**src/rtl/rv32i_types.sv**
```systemverilog
// Shared types for the common data bus: the requester payload record and
// the default requester count and field widths.
package rv32i_types;

  localparam int N_CDB_REQ  = 4;
  localparam int CDB_TAG_W  = 4;
  localparam int CDB_ID_W   = 4;
  localparam int CDB_DATA_W = 32;

  // One writeback result as it travels from a functional unit to the CDB.
  typedef struct packed {
    logic [CDB_TAG_W-1:0]  tag;
    logic [CDB_ID_W-1:0]   inst_id;
    logic [CDB_DATA_W-1:0] wdata;
  } cdb_req_t;

endpackage

```
**src/rtl/cdb_rr_pick.sv**
```systemverilog
// Combinational one-hot picker for the CDB holding slots.
// Default: round-robin search starting at rr_ptr, wrapping N_REQ-1 -> 0.
// Macro CDB_FIXED_PRIO_EN: fixed priority, index 0 highest, rr_ptr ignored.
module cdb_rr_pick #(
  parameter int N_REQ = 4,
  parameter int PTR_W = 2
) (
  input  logic [N_REQ-1:0] hold_v,
  input  logic [PTR_W-1:0] rr_ptr,
  output logic [N_REQ-1:0] grant
);

`ifdef CDB_FIXED_PRIO_EN
  logic unused_rr_ptr;
  assign unused_rr_ptr = ^rr_ptr;

  // Scan from the top down so the lowest valid index is the last one written.
  always_comb begin
    grant = '0;
    for (int i = N_REQ - 1; i >= 0; i--) begin
      if (hold_v[i]) begin
        grant    = '0;
        grant[i] = 1'b1;
      end
    end
  end
`else
  int               idx_sum;
  logic [PTR_W-1:0] idx;
  logic             found;

  // Walk N_REQ positions starting at rr_ptr; the first valid slot wins.
  always_comb begin
    grant   = '0;
    found   = 1'b0;
    idx_sum = 0;
    idx     = '0;
    for (int off = 0; off < N_REQ; off++) begin
      idx_sum = int'(rr_ptr) + off;
      if (idx_sum >= N_REQ) idx_sum = idx_sum - N_REQ;
      idx = idx_sum[PTR_W-1:0];
      if (!found && hold_v[idx]) begin
        grant[idx] = 1'b1;
        found      = 1'b1;
      end
    end
  end
`endif

endmodule

```
**src/rtl/cdb_arbiter.sv**
```systemverilog
// Common data bus arbiter: one 1-entry holding slot per writeback requester,
// one grant per cycle, registered CDB broadcast outputs, flush discards all.
// Build option: CDB_FIXED_PRIO_EN selects fixed priority (index 0 highest)
// instead of the default round-robin; rr_ptr is then constant zero.
module cdb_arbiter
  import rv32i_types::*;
#(
  parameter int N_REQ = N_CDB_REQ
) (
  input  logic                                 clk,
  input  logic                                 rst,
  input  logic                                 flush,
  input  logic [N_REQ-1:0]                     req_valid,
  output logic [N_REQ-1:0]                     req_ready,
  input  logic [N_REQ-1:0][CDB_TAG_W-1:0]      req_tag,
  input  logic [N_REQ-1:0][CDB_ID_W-1:0]       req_inst_id,
  input  logic [N_REQ-1:0][CDB_DATA_W-1:0]     req_wdata,
  output logic                                 cdb_wr,
  output logic [CDB_TAG_W-1:0]                 cdb_tag,
  output logic [CDB_ID_W-1:0]                  cdb_inst_id,
  output logic [CDB_DATA_W-1:0]                cdb_wdata,
  output logic [N_REQ-1:0]                     cdb_src
);

  localparam int PTR_W = (N_REQ > 1) ? $clog2(N_REQ) : 1;

  cdb_req_t         req_pkt [N_REQ];
  cdb_req_t         slot    [N_REQ];
  cdb_req_t         win_pkt;
  logic [N_REQ-1:0] hold_v;
  logic [N_REQ-1:0] grant_raw;
  logic [N_REQ-1:0] grant;
  logic [N_REQ-1:0] accept;
  logic [PTR_W-1:0] rr_ptr;
  logic [PTR_W-1:0] rr_ptr_next;
  logic             any_grant;

  genvar gi;

  for (gi = 0; gi < N_REQ; gi++) begin : g_req
    assign req_pkt[gi] = {req_tag[gi], req_inst_id[gi], req_wdata[gi]};
  end

  cdb_rr_pick #(
    .N_REQ (N_REQ),
    .PTR_W (PTR_W)
  ) u_pick (
    .hold_v (hold_v),
    .rr_ptr (rr_ptr),
    .grant  (grant_raw)
  );

  // Nothing is granted or accepted in a flush cycle.
  assign grant     = flush ? '0 : grant_raw;
  assign any_grant = |grant;
  assign req_ready = {N_REQ{~flush}} & (~hold_v | grant);
  assign accept    = req_valid & req_ready;

  // Slot occupancy: a grant empties the slot unless it is refilled the same cycle.
  always_ff @(posedge clk) begin
    if (rst || flush) hold_v <= '0;
    else              hold_v <= (hold_v & ~grant) | accept;
  end

  // Slot payload keeps its own copy so the requester may move on after the handshake.
  always_ff @(posedge clk) begin
    for (int i = 0; i < N_REQ; i++) begin
      if (accept[i]) slot[i] <= req_pkt[i];
    end
  end

  // Select the granted payload and the pointer position just past the winner.
  always_comb begin
    win_pkt     = '0;
    rr_ptr_next = rr_ptr;
    for (int i = 0; i < N_REQ; i++) begin
      if (grant[i]) begin
        win_pkt     = slot[i];
        rr_ptr_next = (i == N_REQ - 1) ? '0 : PTR_W'(i + 1);
      end
    end
  end

`ifdef CDB_FIXED_PRIO_EN
  logic unused_rr_ptr_next;
  assign unused_rr_ptr_next = ^rr_ptr_next;
  assign rr_ptr             = '0;
`else
  // Round-robin pointer advances only when something was granted.
  always_ff @(posedge clk) begin
    if (rst || flush) rr_ptr <= '0;
    else              rr_ptr <= rr_ptr_next;
  end
`endif

  // CDB broadcast registers; idle cycles drive all-zero with cdb_wr low.
  always_ff @(posedge clk) begin
    if (rst || flush) begin
      cdb_wr      <= 1'b0;
      cdb_tag     <= '0;
      cdb_inst_id <= '0;
      cdb_wdata   <= '0;
      cdb_src     <= '0;
    end else begin
      cdb_wr      <= any_grant;
      cdb_tag     <= win_pkt.tag;
      cdb_inst_id <= win_pkt.inst_id;
      cdb_wdata   <= win_pkt.wdata;
      cdb_src     <= grant;
    end
  end

  // Tag 0 means "no tag" downstream, so an accepted result must never carry it.
  for (gi = 0; gi < N_REQ; gi++) begin : g_tag_chk
    a_tag_nonzero: assert property (@(posedge clk) disable iff (rst)
      accept[gi] |-> (req_tag[gi] != '0));
  end

endmodule
```
**config.mk**
```make
export PLATFORM = sky130hd
export DESIGN_NAME = cdb_arbiter
export DESIGN_NICKNAME = d
export VERILOG_FILES = /design/src/rtl/rv32i_types.sv /design/src/rtl/cdb_rr_pick.sv /design/src/rtl/cdb_arbiter.sv
export SDC_FILE = /design/constraint.sdc
export NUM_CORES = 1
export LEC_CHECK = 0
export CORE_AREA = 2 2 181 183
export CTS_CLUSTER_SIZE = 8
export DETAILED_ROUTE_END_ITERATION = 16
export DIE_AREA = 0 0 183 185
export GPL_ROUTABILITY_DRIVEN = 0
export MAX_ROUTING_LAYER = met4
export PLACE_DENSITY = 0.55
export SETUP_SLACK_MARGIN = 0.15
export SLEW_MARGIN = 25
export SYNTH_ARGS = -nofsm -noshare
export SYNTH_HDL_FRONTEND = slang
export SYNTH_SLANG_ARGS = --single-unit
```
**constraint.sdc**
```tcl
create_clock -name clk -period 9.27 [get_ports clk]
set_input_delay 2.3175 -clock clk [delete_from_list [all_inputs] [get_ports clk]]
set_output_delay 2.3175 -clock clk [all_outputs]
set_load 0.01 [all_outputs]
```
==> qor.yml <==
cellPowerDensity_mw_per_mm2: 210.9
syn_inst: 479
r2r_cells: 9
finalNetCount: 882
p_leak_nw: 3.844
whs_ps: 469.1
cpPeakStageDelay_ps: 630
grt_pass1_wl_microns: 32860
setup_violations: 0
worstPathArrival_ps: 3990
start_kind: "flip-flop"
cts.htree.levels: 1
synth_top_area_share: 0.6105
end_kind: "output port"
viasPerCell: 4.349
dieArea_sq_mm: 0.03386
clk_path_buf_depth: 3
drtAntennaViolNets: 0
slowest_stage: "dfxtp_1"
grt_use_total: 0.1346
path_clk_slew_ps: 50
rrSetupSlack_ps: 5100
io_pins: 216
row_count: 66
critPathMaxFanout: 13
rsz0062_at_grt: "no"
syn_nets: 654
grt_max_degree: 43
fmax_mhz: 158.5
cts_buffers: 30
yosysTopAreaCell: "edfxtp_1"
portBuffers: 215
crit_top_cell: "a21oi_1"
vias: 4954
skew_ps: 13.74
fin_crit_sh: 0.6806
insertion_delay_ps: 550
worstMarginPinSlew_ps: 847.2
dr.pass1.iters: 4
wl_microns: 22540
fp.dieH_microns: 185
synth_cell_types: 37
status: "finished, final reports clean"
synth_seq_cells: 211
ctsHoldBuffers: 0
final_area_sq_mm: 0.01136
root_buffer: "clkbuf_16"
antenna_found_initial: 0
timing.rr.start: "rr_ptr[0]"
whs_path_depth: 2
start_util: 0.2456
tns_ps: 0
ys_warn_count: 0
grt_pass1_vias: 5256
cts_setup_buffers: 0
grt.overflow.total: 0
syn_area_per_cell_sq_um: 16.43
synthTopCellsByArea: "edfxtp_1 (61%), dfxtp_1 (13%), o221ai_2 (7.6%)"
cts_resized: 0
drt-initial-drc-count: 313
antenna_cells: 0
area_delta_synth_final_pct: 44.31
die_w_microns: 183
cp_cell_sequence: "inv_1, ha_1, mux4_2, nor4b_2, and2_1, a21oi_1, a21oi_1, clkdlybuf4s50_1"
wl_per_cell_microns: 19.79
r2r_end: "cdb_wdata[15]"
drv_cap: 0
netlist_area_sq_mm: 0.007870
hold_violations: 0
fin_crit_ps: 6309
max_slew_margin: 0.4352
whs_endpoint: "cdb_wdata[10]"
ys_seq_area_frac: 0.7402
postPlaceCellArea_sq_mm: 0.01048
slew_viol_final: 0
cts_tree: "done"
clkSinkCount: 211
route.detailed.drc: 0
required_ps: 6950
dp_hpwl_microns: 13830
fp.coreArea_sq_mm: 0.03204
min_path_type: "flip-flop to flip-flop"
worstSetupPathType: "flip-flop to output port"
ir_worst_vdd_mv: 0.1256
holdCritStartpoint: "slot[3][10]"
drive_above_1_share: 0.1395
[final cells by class]
cell class              count  area (sq um)
flip-flops and latches    211          5826
inverters                  46         172.7
well taps                 408         510.5
fillers                  3094         20680
clock buffers              54         850.8
multi-input cells         193          1749
repair buffers            225          2227
clock inverters             2         21.27
[per-stage QoR]
step / util / setup WS (ps) / power [mW] / instances
6_report: 0.3545 / 2961 / 2.396 / 1139
5_1_grt: 0.3545 / 2558 / 2.500 / 1139
4_1_cts: 0.3543 / 2926 / 2.439 / 1139
3_5_place_dp: 0.3270 / 3206 / 1.414 / 1083
3_3_place_gp: 0.3270 / 3245 / 1.410 / 1083
2_1_floorplan: - / 4249 / 1.245 / 479
[per-layer routing]
metal	wire length [microns]	part of all wire	track usage	up-vias
met1	9717	0.43	0.1703	2447
met5	0	0	-	-
met3	1497	0.066	0.02733	28
met4	352	0.016	0.03360	0
met2	10970	0.49	0.2220	169
li1	-	-	-	2310
[worst max-delay path: cells and delay by family, from the launching register on]
family                   cells  cell delay (ps)
AO/OA/AOI/OAI                2              390
adder cells (fa/ha/maj)      1              440
buffers and inverters        2              780
flip-flops                   1              630
multiplexers                 1              420
AND/OR/NAND/NOR              2              790
[registers in the layout (all words and copies together), names as in the netlist]
| signal | cells |
|---|---|
| slot | 160 |
| cdb_wdata | 32 |
| cdb_inst_id | 4 |
| cdb_src | 4 |
| cdb_tag | 4 |
| hold_v | 4 |
| rr_ptr | 2 |
| cdb_wr | 1 |
[how the worst max path moves through the flow]
stage	start	cells past startpoint	endpoint	slack, ps
finish	rr_ptr[0]	8	req_ready[3]	2960
global route	rr_ptr[0]	8	req_ready[3]	2560
CTS	rr_ptr[0]	8	req_ready[3]	2930
detailed placement	flush	3	req_ready[1]	3210
global placement	flush	3	req_ready[3]	3250
floorplan	flush	2	req_ready[0]	4250
[Yosys cell counts (all sizes together)]
master and n:
nand2 7, a21o 1, a21oi 12, inv 46, ha 8, nor4b 1
and2 7, nand4b 1, a221oi 1, nor2b 1, nand3b 1, nand2b 3
a211o 1, o211a 1, o2bb2ai 1, edfxtp 160, mux4 4, o221ai 40
a31oi 1, o22ai 2, and3b 1, a2111oi 1, clkbuf 13, buf 16
a311oi 1, nand3 40, nor2 9, nor4bb 1, or2 1, mux2i 4
a22oi 40, nor3b 2, dfxtp 51
[power by group]
part           internal, mW  total (mW)  switching (mW)
clock network         0.611        1.01           0.396
logic                 0.142       0.293           0.152
registers              1.08        1.10          0.0191
[cell families (layout without fill, tap and decap cells)]
kind of cell,count (synthesis),in the layout,synth area share
adders and majority gates,8,8,0.01272
and+or+nand+nor,75,75,0.05453
DFF,211,211,0.7402
buffers and inverters,75,327,0.04134
muxes,8,8,0.01653
AOI/OAI and AO/OA,102,102,0.1347
[placed cells by master (no fill, tap or decap), drive strengths merged]
cell	netlist	routed
clkdlybuf4s50	0	215
edfxtp	160	160
clkbuf	13	54
dfxtp	51	51
inv	46	46
a22oi	40	40
nand3	40	40
o221ai	40	40
a21oi	12	12
buf	16	10
nor2	9	9
ha	8	8
nand2	7	7
and2	7	7
mux4	4	4
mux2i	4	4
nand2b	3	3
o22ai	2	2
nor3b	2	2
clkinv	0	2
nor4b	1	1
and3b	1	1
nor4bb	1	1
a2111oi	1	1
nor2b	1	1
o2bb2ai	1	1
nand3b	1	1
a221oi	1	1
a211o	1	1
o211a	1	1
nand4b	1	1
a21o	1	1
or2	1	1
a31oi	1	1
a311oi	1	1
Power figures use the tool's default switching activity.
